==> config.mk <==
export PLATFORM = sky130hd
export DESIGN_NAME = ascon_p_serial_ctrl
export DESIGN_NICKNAME = d
export VERILOG_FILES = /design/src/rtl/ascon_p_serial_ctrl.sv
export SDC_FILE = /design/constraint.sdc
export NUM_CORES = 1
export LEC_CHECK = 0
export ABC_CLOCK_PERIOD_IN_PS = 6300
export CAP_MARGIN = 0
export CORE_ASPECT_RATIO = 0.75
export CORE_MARGIN = 4
export CORE_UTILIZATION = 25
export DETAILED_ROUTE_END_ITERATION = 16
export HOLD_SLACK_MARGIN = 0.02
export PLACE_DENSITY = 0.61
export SYNTH_ARGS = -nofsm -noshare
export SYNTH_HDL_FRONTEND = slang
export SYNTH_SLANG_ARGS = --single-unit
==> constraint.sdc <==
create_clock -name clk -period 6.3 [get_ports clk]
set_clock_uncertainty 0.05 [all_clocks]
set_input_delay 1.575 -clock clk [delete_from_list [all_inputs] [get_ports clk]]
set_output_delay 1.575 -clock clk [all_outputs]
set_load 0.02 [all_outputs]
==> src/rtl/ascon_p_serial_ctrl.sv <==
// Sequencer that streams a 5-slice Ascon state through an external serial round unit.
// Optional ASCON_P_CTRL_CYCLE_CNT_EN adds a saturating busy-cycle counter on perf_cycles.
module ascon_p_serial_ctrl #(
  parameter int BW = 64
) (
  input  logic            clk,
  input  logic            rstn,
  input  logic            in_valid,
  output logic            in_ready,
  input  logic [5*BW-1:0] state_in,
  input  logic [3:0]      nrounds,
  output logic            out_valid,
  input  logic            out_ready,
  output logic [5*BW-1:0] state_out,
  output logic            busy,
  output logic            core_en,
  output logic [2:0]      core_slice_idx,
  output logic [3:0]      core_round,
  output logic [BW-1:0]   core_slice_in,
  input  logic [BW-1:0]   core_slice_out
`ifdef ASCON_P_CTRL_CYCLE_CNT_EN
  ,
  output logic [15:0]     perf_cycles
`endif
);

  typedef enum logic [2:0] {IDLE, LOAD, PRIME, READ, DONE} state_t;

  state_t        state;
  logic [BW-1:0] file [5];
  logic [2:0]    cnt;
  logic [3:0]    first_round;
  logic          accept;

  assign accept      = (state == IDLE) && in_valid && in_ready;
  // More than 12 requested rounds saturates to the full p12.
  assign first_round = (nrounds > 4'd12) ? 4'd0 : (4'd12 - nrounds);

  generate
    for (genvar gi = 0; gi < 5; gi++) begin : g_out
      assign state_out[5*BW-1-gi*BW -: BW] = file[gi];
    end
  endgenerate

  always_ff @(posedge clk or negedge rstn) begin
    if (!rstn) begin
      state          <= IDLE;
      in_ready       <= 1'b1;
      out_valid      <= 1'b0;
      busy           <= 1'b0;
      core_en        <= 1'b0;
      core_slice_idx <= 3'd0;
      core_round     <= 4'd0;
      core_slice_in  <= '0;
      cnt            <= 3'd0;
      for (int i = 0; i < 5; i++) file[i] <= '0;
    end else begin
      case (state)
        IDLE: begin
          if (accept) begin
            for (int i = 0; i < 5; i++) file[i] <= state_in[5*BW-1-i*BW -: BW];
            in_ready <= 1'b0;
            busy     <= 1'b1;
            cnt      <= 3'd0;
            if (nrounds == 4'd0) begin
              state <= DONE;
            end else begin
              state          <= LOAD;
              core_en        <= 1'b1;
              core_slice_idx <= 3'd0;
              core_slice_in  <= state_in[5*BW-1 -: BW];
              core_round     <= first_round;
            end
          end
        end
        LOAD: begin
          if (core_slice_idx == 3'd4) begin
            state          <= PRIME;
            core_en        <= 1'b0;
            core_slice_idx <= 3'd0;
            core_slice_in  <= '0;
          end else begin
            core_slice_idx <= core_slice_idx + 3'd1;
            core_slice_in  <= file[core_slice_idx + 3'd1];
          end
        end
        PRIME: begin
          state          <= READ;
          core_slice_idx <= 3'd1;
          cnt            <= 3'd0;
        end
        READ: begin
          // slice_out lags slice_idx by one cycle, so slice cnt arrives now.
          file[cnt] <= core_slice_out;
          if (cnt == 3'd4) begin
            cnt            <= 3'd0;
            core_slice_idx <= 3'd0;
            if (core_round == 4'd11) begin
              state     <= DONE;
              out_valid <= 1'b1;
              busy      <= 1'b0;
            end else begin
              state         <= LOAD;
              core_round    <= core_round + 4'd1;
              core_en       <= 1'b1;
              core_slice_in <= file[0];
            end
          end else begin
            cnt            <= cnt + 3'd1;
            core_slice_idx <= (cnt >= 3'd3) ? 3'd4 : (cnt + 3'd2);
          end
        end
        DONE: begin
          // A zero-round job lands here with out_valid still low for one cycle.
          if (!out_valid) begin
            out_valid <= 1'b1;
            busy      <= 1'b0;
          end else if (out_ready) begin
            state     <= IDLE;
            out_valid <= 1'b0;
            in_ready  <= 1'b1;
          end
        end
        default: state <= IDLE;
      endcase
    end
  end

`ifdef ASCON_P_CTRL_CYCLE_CNT_EN
  always_ff @(posedge clk or negedge rstn) begin
    if (!rstn) begin
      perf_cycles <= 16'd0;
    end else if (accept) begin
      perf_cycles <= 16'd0;
    end else if (busy && (perf_cycles != 16'hFFFF)) begin
      perf_cycles <= perf_cycles + 16'd1;
    end
  end
`endif

endmodule

==> qor.csv <==
stage,metric,value,unit
drt,drc,0,
synth,synthAdderAreaFrac,0.418,%
cells_and_area,layout.nets,2849,
cts,cts_sinks,401,
drt,dr.pass1.iters,5,
cts,insertion_delay,0.58,ns
cts,cts_made_buffers,46,
synth,synth-compound-area-share,27.6,%
synth,synthCells,1776,
drt,drtIter0Drc,1657,
synth,synth_top_family_by_area,compound AO/OA/AOI/OAI gates,
floorplan,num_rows,91,
critical_path,criticalPathCategory,in2reg,
placed_design,dp_hpwl,68200,µm
global_routing,antenna_found_initial,9,
global_routing,grt_start_max_net_pins,201,
timing,slew_viol_final,0,
critical_path,cp-start-kind,primary input,
drt,drt-total-wl,103000,µm
cells_and_area,fillers,8068,
cts,cts.clk_slew.worst_paths,0.06,ns
timing,relSlewSlack,12.0,%
cells_and_area,syn_to_final_growth,49.0,%
global_routing,global_route.usage.total,22.2,%
placed_design,portBuffers,786,
synth,synth-simple-area-share,3.62,%
synth,async_flop_share,100,%
synth,synth_edf_count,0,
floorplan,fp.dieH,259,µm
critical_path,arrival,4.47,ns
synth,synth.avg_cell_area,11.8,µm²
floorplan,io_pins,787,
global_routing,grt-ovfl-total,0,
critical_path,endpoint_kind,register,
power,p_leak,12.8,nW
synth,yosysWarnings,0,
synth,muxShareOfSynthArea,14.7,%
power,power.density,208,nW/µm²
drt,vias,20419,
drt,wl_per_cell,28.6,µm
cts,cts_tree,yes,
timing,finalHoldViolations,0,
synth,yosysSeqAreaShare,47.9,%
floorplan,die_x,342,µm
drt,vias_per_cell,5.67,
cts,ctsRootBufferMaster,clkbuf_16,
global_routing,grt_pass1_vias,21667,
cells_and_area,multi_input_area,9840,µm²
power,ir_worst_vdd,154,µV
floorplan,initial_utilization,25.4,%
placed_design,gp_congestion,0.925,
critical_path,critPathRequiredTime,6.67,ns
timing,min_period_over_period,65.2,%
cts,ctsHtreeMaxLevel,2,
status,outcome,completed,
timing,setup_tns,0,ns
synth,synth_cell_type_count,60,
critical_path,worstPathMaxFanout,41,
timing,tightest_slew,1.32,ns
placed_design,dp_slack,1.74,ns
cts,clk_path_buf_depth,3,
floorplan,core,82700,µm²
min_path,min_path_type,reg2reg,
timing,layout_min_cycle_time,4.11,ns
run,drv_cap,0,
drt,detail-route-antenna-nets,0,
cells_and_area,ff_latch_area,10000,µm²
synth,netlist_area,21000,µm²
synth,synth_flop_cell,dfrtp_1,
synth,syn_nets,2175,
cts,cts_resized,0,
cts,post-cts-setup-buffers,0,
synth,synth_xor_xnor_area_share,0.0418,%
timing,rsz0062_at_grt,false,
timing,setup_slack,2.19,ns
timing,fmax,243,MHz
floorplan,dieArea,88600,µm²
synth,ys_ff_latch,401,
cells_and_area,drive_gt1_share,11.2,%
cts,hold_buffers,0,
timing,setup_violations,0,
cells_and_area,instances_no_fill,3601,
placed_design,dp.cells,3518,
global_routing,grt_first_pass_wirelength,149000,µm
[cells in the final DEF (no fill, tap or decap), types with 4 or more instances in the layout]
cell	instances
a21oi_1	6
a221o_1	65
a22oi_1	193
a2bb2oi_1	106
buf_12	6
buf_4	26
clkbuf_1	8
clkbuf_16	47
clkbuf_8	10
clkdlybuf4s50_1	785
clkinv_2	7
dfrtp_1	398
diode_2	4
ha_1	6
inv_1	73
mux2_2	87
mux2i_1	66
mux4_2	64
nand2_1	103
nand3_1	5
nand3b_1	6
nor2_1	9
nor2b_1	4
nor3_1	4
o21ai_0	30
o22ai_1	106
o2bb2ai_1	194
[worst paths after layout]
kind | start | endpoint | slack (ns) | depth (start not counted)
max | in_valid | state_out[86]$_DFFE_PN0P_ | 2.19 | 7
min | core_slice_in[16]$_DFFE_PN0P_ | core_slice_in[16]$_DFFE_PN0P_ | 0.46 | 1
max reg2reg | state[1]$_DFFE_PN0P_ | state_out[32]$_DFFE_PN0P_ | 2.48 | 4
min reg2reg | core_slice_in[16]$_DFFE_PN0P_ | core_slice_in[16]$_DFFE_PN0P_ | 0.46 | 1
max in group asynchronous | rstn | core_slice_idx[0]$_DFFE_PN0P_ | 3.87 | 2
min in group asynchronous | rstn | core_slice_in[34]$_DFFE_PN0P_ | 0.97 | 1
[sequential cells by signal, summed over array words and instances, names as in the netlist]
| register | count |
|---|---|
| state_out | 320 |
| core_slice_in | 64 |
| core_round | 4 |
| cnt | 3 |
| core_slice_idx | 3 |
| state | 3 |
| busy | 1 |
| core_en | 1 |
| in_ready | 1 |
| out_valid | 1 |
[cell usage after synthesis (4+ instances only)]
cell / n / area (µm²)
dfrtp_1: 400 / 10000
o2bb2ai_1: 194 / 1700
a22oi_1: 193 / 1450
a2bb2oi_1: 106 / 928
o22ai_1: 106 / 663
nand2_1: 104 / 390
mux2_2: 87 / 980
clkbuf_1: 83 / 312
inv_1: 73 / 274
mux2i_1: 66 / 661
a221o_1: 65 / 651
buf_2: 64 / 320
mux4_2: 64 / 1440
o21ai_0: 30 / 150
buf_1: 17 / 63.8
buf_4: 17 / 128
buf_6: 9 / 101
nor2_1: 9 / 33.8
ha_1: 7 / 87.6
nand3_1: 7 / 35.0
a21oi_1: 6 / 30.0
nand3b_1: 6 / 45.0
nor2b_1: 5 / 31.3
and3b_1: 4 / 35.0
nor3_1: 4 / 20.0
[stage by stage]
step	hold WS [ns]	cell area, µm²	total power (W)	utilization, %
after floorplan	0.474	21000	0.00312	-
after global placement	0.442	29700	0.00377	36.0
after detailed placement	0.443	29700	0.00377	36.0
after CTS	0.458	31200	0.00655	37.8
after global routing	0.472	31300	0.00670	37.8
final	0.456	31300	0.00649	37.8
[power by group]
| part | leakage [nW] | total [W] | switching [W] | internal, W |
|---|---|---|---|---|
| clock | 0.740 | 0.00276 | 0.00115 | 0.00160 |
| combinational | 7.22 | 0.000938 | 0.000411 | 0.000527 |
| sequential | 4.82 | 0.00279 | 0.000112 | 0.00268 |
| total | 12.8 | 0.00649 | 0.00168 | 0.00481 |
[cells by family (layout without fill, tap and decap cells)]
family                     Yosys count  after routing
AOI/OAI and AO/OA                  726            726
DFF                                401            401
buffers and inverters              265            970
muxes                              217            217
and+or+nand+nor                    159            159
adders and majority gates            7              7
xor gates and xnor gates             1              1
other                                0              4
[critical path, cell delays in order]
cell and delay [ns]:
clkdlybuf4s50_1 0.59, nand4bb_1 0.24, a21oi_4 0.31, buf_4 0.50, o21ai_4 0.43, buf_4 0.43
o2bb2ai_1 0.25
[per-layer routing]
layer	track usage, %	wire (µm)
met1	27.6	39600
met2	36.7	49800
met3	6.43	10000
met4	8.16	3630
met5	0	37
[final cells by class]
cell class / count / share of cell area, %
inverters: 73 / 0.877
clock buffers: 65 / 4.30
multi-input cells: 1110 / 31.5
clock inverters: 14 / 0.504
repair buffers: 818 / 26.2
diodes: 4 / 0.0320
well taps: 1116 / 4.47
flip-flops and latches: 401 / 32.1
(Power assumes the default switching activity.)
